File: src/rtl/detector_colisao_pkg.sv
// detector_colisao_pkg: raster, sprite and score constants plus FSM encoding shared with the video core
package detector_colisao_pkg;

    localparam int N_ALIENS = 8;
    localparam int H_ACTIVE = 640;
    localparam int V_ACTIVE = 480;
    localparam int H_TOTAL  = 800;
    localparam int V_TOTAL  = 525;
    localparam int PONTOS   = 10;
    localparam int PONT_MAX = 999;
    localparam int PONT_W   = 12;

    typedef enum logic {JOGANDO, FIM} estado_t;

    // One alien's worth of points, clamped to what three decimal digits can show
    function automatic logic [PONT_W-1:0] soma_sat(input logic [PONT_W-1:0] a);
        logic [PONT_W:0] s;
        s = {1'b0, a} + (PONT_W+1)'(PONTOS);
        return (s > (PONT_W+1)'(PONT_MAX)) ? PONT_W'(PONT_MAX) : s[PONT_W-1:0];
    endfunction

endpackage

File: src/rtl/detector_colisao_prio_onehot.sv
// prio_onehot: keeps only the lowest set bit of the request vector
module prio_onehot #(
    parameter int W = 8
) (
    input  logic [W-1:0] req,
    output logic [W-1:0] onehot
);

    assign onehot = req & (-req);

endmodule

File: src/rtl/detector_colisao.sv
// detector_colisao: per-frame collision accumulation, alien kill/score commit and game-over FSM
module detector_colisao
    import detector_colisao_pkg::*;
(
    input  logic                clk,
    input  logic                reset,
    input  logic                pix_en,
    input  logic [9:0]          h_counter,
    input  logic [9:0]          v_counter,
    input  logic                tiro_pix,
    input  logic                bomba_pix,
    input  logic                nave_pix,
    input  logic [N_ALIENS-1:0] alien_pix,
    input  logic                reiniciar,
    output logic                acerto,
    output logic [N_ALIENS-1:0] alien_atingido,
    output logic [N_ALIENS-1:0] vivos,
    output logic [PONT_W-1:0]   pontuacao,
    output logic [PONT_W-1:0]   record,
    output logic                fim_jogo
);

    estado_t             estado;
    logic [N_ALIENS-1:0] hit_acc;
    logic [N_ALIENS-1:0] sel;
    logic [N_ALIENS-1:0] vivos_kill;
    logic [N_ALIENS-1:0] vivos_next;
    logic [PONT_W-1:0]   pont_next;
    logic                nave_acc;
    logic                amostra;
    logic                fim_quadro;

    assign amostra    = pix_en && (h_counter < 10'(H_ACTIVE)) && (v_counter < 10'(V_ACTIVE));
    assign fim_quadro = pix_en && (h_counter == 10'(H_TOTAL-1)) && (v_counter == 10'(V_TOTAL-1));

    prio_onehot #(.W(N_ALIENS)) u_prio (
        .req    (hit_acc),
        .onehot (sel)
    );

    // Next alive mask and score for a commit; an emptied wave reloads immediately
    always_comb begin
        vivos_kill = vivos & ~sel;
        vivos_next = (vivos_kill == '0) ? '1 : vivos_kill;
        pont_next  = (hit_acc != '0) ? soma_sat(pontuacao) : pontuacao;
    end

    // Overlap accumulators: OR over the visible area during play, cleared at every frame end
    always_ff @(posedge clk or negedge reset) begin
        if (!reset) begin
            hit_acc  <= '0;
            nave_acc <= 1'b0;
        end else if (fim_quadro) begin
            hit_acc  <= '0;
            nave_acc <= 1'b0;
        end else if (amostra && estado == JOGANDO) begin
            hit_acc  <= hit_acc | (alien_pix & vivos & {N_ALIENS{tiro_pix}});
            nave_acc <= nave_acc | (bomba_pix & nave_pix);
        end
    end

    // Game FSM with registered outputs; the hit is scored before the game-over record compare
    always_ff @(posedge clk or negedge reset) begin
        if (!reset) begin
            estado         <= JOGANDO;
            vivos          <= '1;
            acerto         <= 1'b0;
            alien_atingido <= '0;
            pontuacao      <= '0;
            record         <= '0;
            fim_jogo       <= 1'b0;
        end else begin
            acerto         <= 1'b0;
            alien_atingido <= '0;
            if (estado == FIM) begin
                if (reiniciar) begin
                    estado    <= JOGANDO;
                    fim_jogo  <= 1'b0;
                    pontuacao <= '0;
                    vivos     <= '1;
                end
            end else if (fim_quadro) begin
                if (hit_acc != '0) begin
                    acerto         <= 1'b1;
                    alien_atingido <= sel;
                    vivos          <= vivos_next;
                    pontuacao      <= pont_next;
                end
                if (nave_acc) begin
                    estado   <= FIM;
                    fim_jogo <= 1'b1;
                    record   <= (pont_next > record) ? pont_next : record;
                end
            end
        end
    end

endmodule

File: config.mk
export PLATFORM = sky130hd
export DESIGN_NAME = detector_colisao
export DESIGN_NICKNAME = d
export VERILOG_FILES = /design/src/rtl/detector_colisao_pkg.sv /design/src/rtl/detector_colisao_prio_onehot.sv /design/src/rtl/detector_colisao.sv
export SDC_FILE = /design/constraint.sdc
export NUM_CORES = 1
export LEC_CHECK = 0
export ABC_AREA = 1
export CAP_MARGIN = 30
export CORE_MARGIN = 3
export CORE_UTILIZATION = 40
export CTS_BUF_LIST = sky130_fd_sc_hd__clkbuf_8
export DETAILED_ROUTE_END_ITERATION = 12
export PLACE_DENSITY = 0.66
export SKIP_LAST_GASP = 1
export SYNTH_ARGS = -nofsm -noshare
export SYNTH_HDL_FRONTEND = slang
export SYNTH_HIERARCHICAL = 1
export SYNTH_SLANG_ARGS = --single-unit
export TNS_END_PERCENT = 20
File: constraint.sdc
create_clock -name clk -period 3.9 [get_ports clk]
set_clock_uncertainty 0.2 [all_clocks]
set_input_delay 0.585 -clock clk [delete_from_list [all_inputs] [get_ports clk]]
set_output_delay 0.585 -clock clk [all_outputs]
set_load 0.03 [all_outputs]
==> report_table.html <==
<table>
<tr><th>Metric</th><th>Value</th></tr>
<tr><th colspan="2">Worst setup path</th></tr>
<tr><td>Largest fanout on the critical path</td><td>10</td></tr>
<tr><td>Critical Path Source Type</td><td>register</td></tr>
<tr><td>Worst EP required</td><td>3.95 ns</td></tr>
<tr><td>Arrival time at the worst endpoint</td><td>3.54 ns</td></tr>
<tr><td>Critical Path Sink Type</td><td>register</td></tr>
<tr><td>Setup CP Type</td><td>register to register</td></tr>
<tr><th colspan="2">Yosys</th></tr>
<tr><td>Net count after synthesis</td><td>509</td></tr>
<tr><td>Share of the synthesized area in the top cell type</td><td>33.9%</td></tr>
<tr><td>Post-synthesis register bit count</td><td>52</td></tr>
<tr><td>Cell types occupying the most area after synthesis</td><td>dfrtp_1 34%, nand2_1 13%, nor2_1 9.4%</td></tr>
<tr><td>Main flop type after synthesis</td><td>dfrtp_1</td></tr>
<tr><td>Synth Area per Inst</td><td>7.07 sq um</td></tr>
<tr><td>Ys async rst share</td><td>100%</td></tr>
<tr><td>Number of different library cells in the post-synthesis netlist</td><td>28</td></tr>
<tr><td>Synth area leader</td><td>dfrtp_1</td></tr>
<tr><td>Cell count after synthesis</td><td>460</td></tr>
<tr><td>Sequential share of the synthesized area</td><td>40.3%</td></tr>
<tr><td>Synth Cell Area</td><td>3250 sq um</td></tr>
<tr><td>Yosys warning total</td><td>6</td></tr>
<tr><td>Count of flip-flops with a built-in enable after synthesis</td><td>0</td></tr>
<tr><th colspan="2">Clocking</th></tr>
<tr><td>Hold buffers post-CTS</td><td>0</td></tr>
<tr><td>CTS tree</td><td>yes</td></tr>
<tr><td>Clock Latency Late Sink</td><td>0.31 ns</td></tr>
<tr><td>Clock-pin slew on the worst setup and hold paths</td><td>0.10 ns</td></tr>
<tr><td>Clock root cell</td><td>clkbuf_8</td></tr>
<tr><td>Number of buffers added by the clock tree synthesis step</td><td>5</td></tr>
<tr><td>Post-CTS setup buffer count</td><td>0</td></tr>
<tr><td>Number of clock sinks seen by CTS</td><td>52</td></tr>
<tr><td>H-tree levels</td><td>2</td></tr>
<tr><td>Count of instances resized after the clock tree is built</td><td>0</td></tr>
<tr><td>Clock Path Buffers</td><td>2</td></tr>
<tr><th colspan="2">Global routing</th></tr>
<tr><td>Total gr overflow</td><td>0</td></tr>
<tr><td>Vias in the first global route</td><td>2921</td></tr>
<tr><td>All-layer global routing usage</td><td>19.0%</td></tr>
<tr><td>Maximum number of pins on one net before global-route repair</td><td>30</td></tr>
<tr><td>First-pass GRT wire length</td><td>13800 um</td></tr>
<tr><td>Initial antenna violation count</td><td>0</td></tr>
<tr><th colspan="2">STA</th></tr>
<tr><td>Final number of hold-violating endpoints</td><td>0</td></tr>
<tr><td>Tmin final</td><td>3.49 ns</td></tr>
<tr><td>Setup violation total in the final timing report</td><td>0</td></tr>
<tr><td>Slew at the pin closest to its max-slew limit</td><td>0.506 ns</td></tr>
<tr><td>Fin. max-slew vios</td><td>0</td></tr>
<tr><td>RSZ-0062 raised after global routing</td><td>false</td></tr>
<tr><td>Setup total negative slack</td><td>0 ns</td></tr>
<tr><td>Slew margin rel.</td><td>66.3%</td></tr>
<tr><td>Final worst-path cycle share</td><td>89.4%</td></tr>
<tr><td>Max frequency</td><td>287 MHz</td></tr>
<tr><th colspan="2">Placement</th></tr>
<tr><td>Post-DP HPWL</td><td>6580 um</td></tr>
<tr><td>Post-DP Area</td><td>4130 sq um</td></tr>
<tr><td>RePlAce Congestion</td><td>0.893</td></tr>
<tr><td>Port buffer count</td><td>76</td></tr>
<tr><th colspan="2">Route</th></tr>
<tr><td>Count of antenna-violating nets left after detailed routing</td><td>0</td></tr>
<tr><td>Iteration-0 DRC count of the detailed router</td><td>167</td></tr>
<tr><td>DR WL/cell</td><td>12.8 um</td></tr>
<tr><td>Total wirelength of the detailed-routed design</td><td>8250 um</td></tr>
<tr><td>Number of iterations in the first detailed-routing pass</td><td>4</td></tr>
<tr><td>Drt drc</td><td>0</td></tr>
<tr><td>Total vias in the final route</td><td>3106</td></tr>
<tr><td>Via density per instance</td><td>4.83</td></tr>
<tr><th colspan="2">Power and ir drop</th></tr>
<tr><td>Peak ir drop on the vdd network</td><td>0.152 mV</td></tr>
<tr><td>Leak Pwr</td><td>2.01 nW</td></tr>
<tr><td>Pwr Density</td><td>275 nW/um^2</td></tr>
<tr><td>Total power</td><td>1.16 mW</td></tr>
<tr><th colspan="2">Cells and area</th></tr>
<tr><td>Antenna diode count</td><td>0</td></tr>
<tr><td>Synthesis-to-finish area growth</td><td>29.9%</td></tr>
<tr><td>Finished Cell Area</td><td>4220 sq um</td></tr>
<tr><td>Layout cell share with drive strength beyond 1</td><td>10.4%</td></tr>
<tr><td>Fin nets</td><td>589</td></tr>
<tr><td>Most frequent standard cell in the layout excluding fill and tap cells</td><td>nand2_1</td></tr>
<tr><td>Leading cell types in the layout, fill and taps excluded</td><td>114 x nand2_1, 81 x nor2_1, 75 x clkdlybuf4s50_1</td></tr>
<tr><th colspan="2">Run status</th></tr>
<tr><td>Outcome</td><td>complete, no violations</td></tr>
<tr><th colspan="2">Die</th></tr>
<tr><td>Total core area</td><td>7810 sq um</td></tr>
<tr><td>Initial core utilization</td><td>41.6%</td></tr>
<tr><td>I/O Pins</td><td>77</td></tr>
<tr><td>Die area</td><td>9240 sq um</td></tr>
<tr><td>Floorplan die height</td><td>96.1 um</td></tr>
<tr><td>Core Rows</td><td>32</td></tr>
<tr><td>Width of the die</td><td>96.1 um</td></tr>
<tr><th colspan="2">Min path</th></tr>
<tr><td>Worst hold path type</td><td>primary input to async pin</td></tr>
<tr><th colspan="2">Run</th></tr>
<tr><td>Number of max-cap violations</td><td>0</td></tr>
</table>
## final timing paths
path | slack (ns) | startpoint | depth (start not counted) | endpoint
max in group asynchronous | 2.87 | reset | 2 | vivos[4]$_DFFE_PN1P_
hold reg to reg | 0.30 | fim_jogo$_DFFE_PN0P_ | 2 | fim_jogo$_DFFE_PN0P_
min in group clk | 0.30 | fim_jogo$_DFFE_PN0P_ | 2 | fim_jogo$_DFFE_PN0P_
hold / removal | 0.03 | reset | 1 | pontuacao[3]$_DFFE_PN0P_
setup reg to reg | 0.41 | pontuacao[2]$_DFFE_PN0P_ | 21 | record[3]$_DFFE_PN0P_
setup / recovery | 0.41 | pontuacao[2]$_DFFE_PN0P_ | 21 | record[3]$_DFFE_PN0P_
## logic make-up after synthesis
family | share of synthesized area, %
fa+ha+maj | 5.39
compound gates | 7.47
flops | 40.3
buf+inv | 9.20
simple gates | 37.6
## critical path, cell delays in order (launching register included)
cell and delay (ns):
dfrtp_1 0.45, ha_1 0.24, nor2_2 0.22, nor2_2 0.10, nand2_1 0.07, nand2_1 0.06
o21ai_2 0.13, nand2_2 0.11, nor2_8 0.23, nand2_4 0.08, nand2_1 0.06, inv_1 0.04
ha_1 0.26, inv_1 0.04, nor2_1 0.08, nor2_1 0.04, o21ai_0 0.21, a21oi_1 0.12
nor2_2 0.32, buf_4 0.23, nand3_1 0.08, nand2_1 0.07
## sequential cells by signal (all words and copies together), names as in the netlist
name	flops
hit_acc	8
alien_atingido	8
record	12
acerto	1
fim_jogo	1
nave_acc	1
pontuacao	12
estado	1
vivos	8
## layout make-up
type / count / area [sq um]
clock buffer: 5 / 68.8
fill: 777 / 3580
timing repair buffer: 80 / 798
multi-input combinational: 333 / 1640
sequential: 52 / 1310
clock inverter: 3 / 21.3
tap: 102 / 128
inverter: 68 / 255
## cells in the mapped netlist, types with 2 or more instances
| library cell | count |
|---|---|
| buf_4 | 4 |
| nand2_2 | 13 |
| nor2_4 | 2 |
| buf_2 | 2 |
| inv_2 | 4 |
| nor2_1 | 81 |
| nor2_2 | 9 |
| nor3_1 | 3 |
| o21ai_0 | 14 |
| a21oi_1 | 20 |
| ha_1 | 14 |
| dfrtp_1 | 44 |
| inv_1 | 64 |
| nand4_1 | 8 |
| nand3_1 | 38 |
| nand3_2 | 3 |
| o21a_1 | 6 |
| dfstp_2 | 8 |
| nand2_1 | 114 |
## power breakdown
| part | internal (mW) | switching, mW |
|---|---|---|
| Combinational | 0.100 | 0.129 |
| Clock | 0.128 | 0.190 |
| Sequential | 0.575 | 0.0396 |
## metrics by stage
| step | utilization (%) | hold WS, ns | instances | setup slack, ns |
|---|---|---|---|---|
| after floorplan | - | 0.0894 | 460 | 0.796 |
| after global placement | 52.7 | 0.279 | 634 | 0.471 |
| after detailed placement | 52.9 | 0.275 | 635 | 0.434 |
| after CTS | 54.1 | 0.0478 | 643 | 0.375 |
| after global routing | 54.1 | 0.0560 | 643 | 0.0224 |
| final | 54.1 | 0.0296 | 643 | 0.414 |
## layer usage
layer,track usage (%),wire [um],vias to the layer above
met5,0,0,-
met4,3.55,59,0
met3,3.13,591,7
met2,28.7,3600,99
met1,28.6,3990,1406
li1,-,-,1594
No activity file was read; power rests on OpenSTA's default activity.
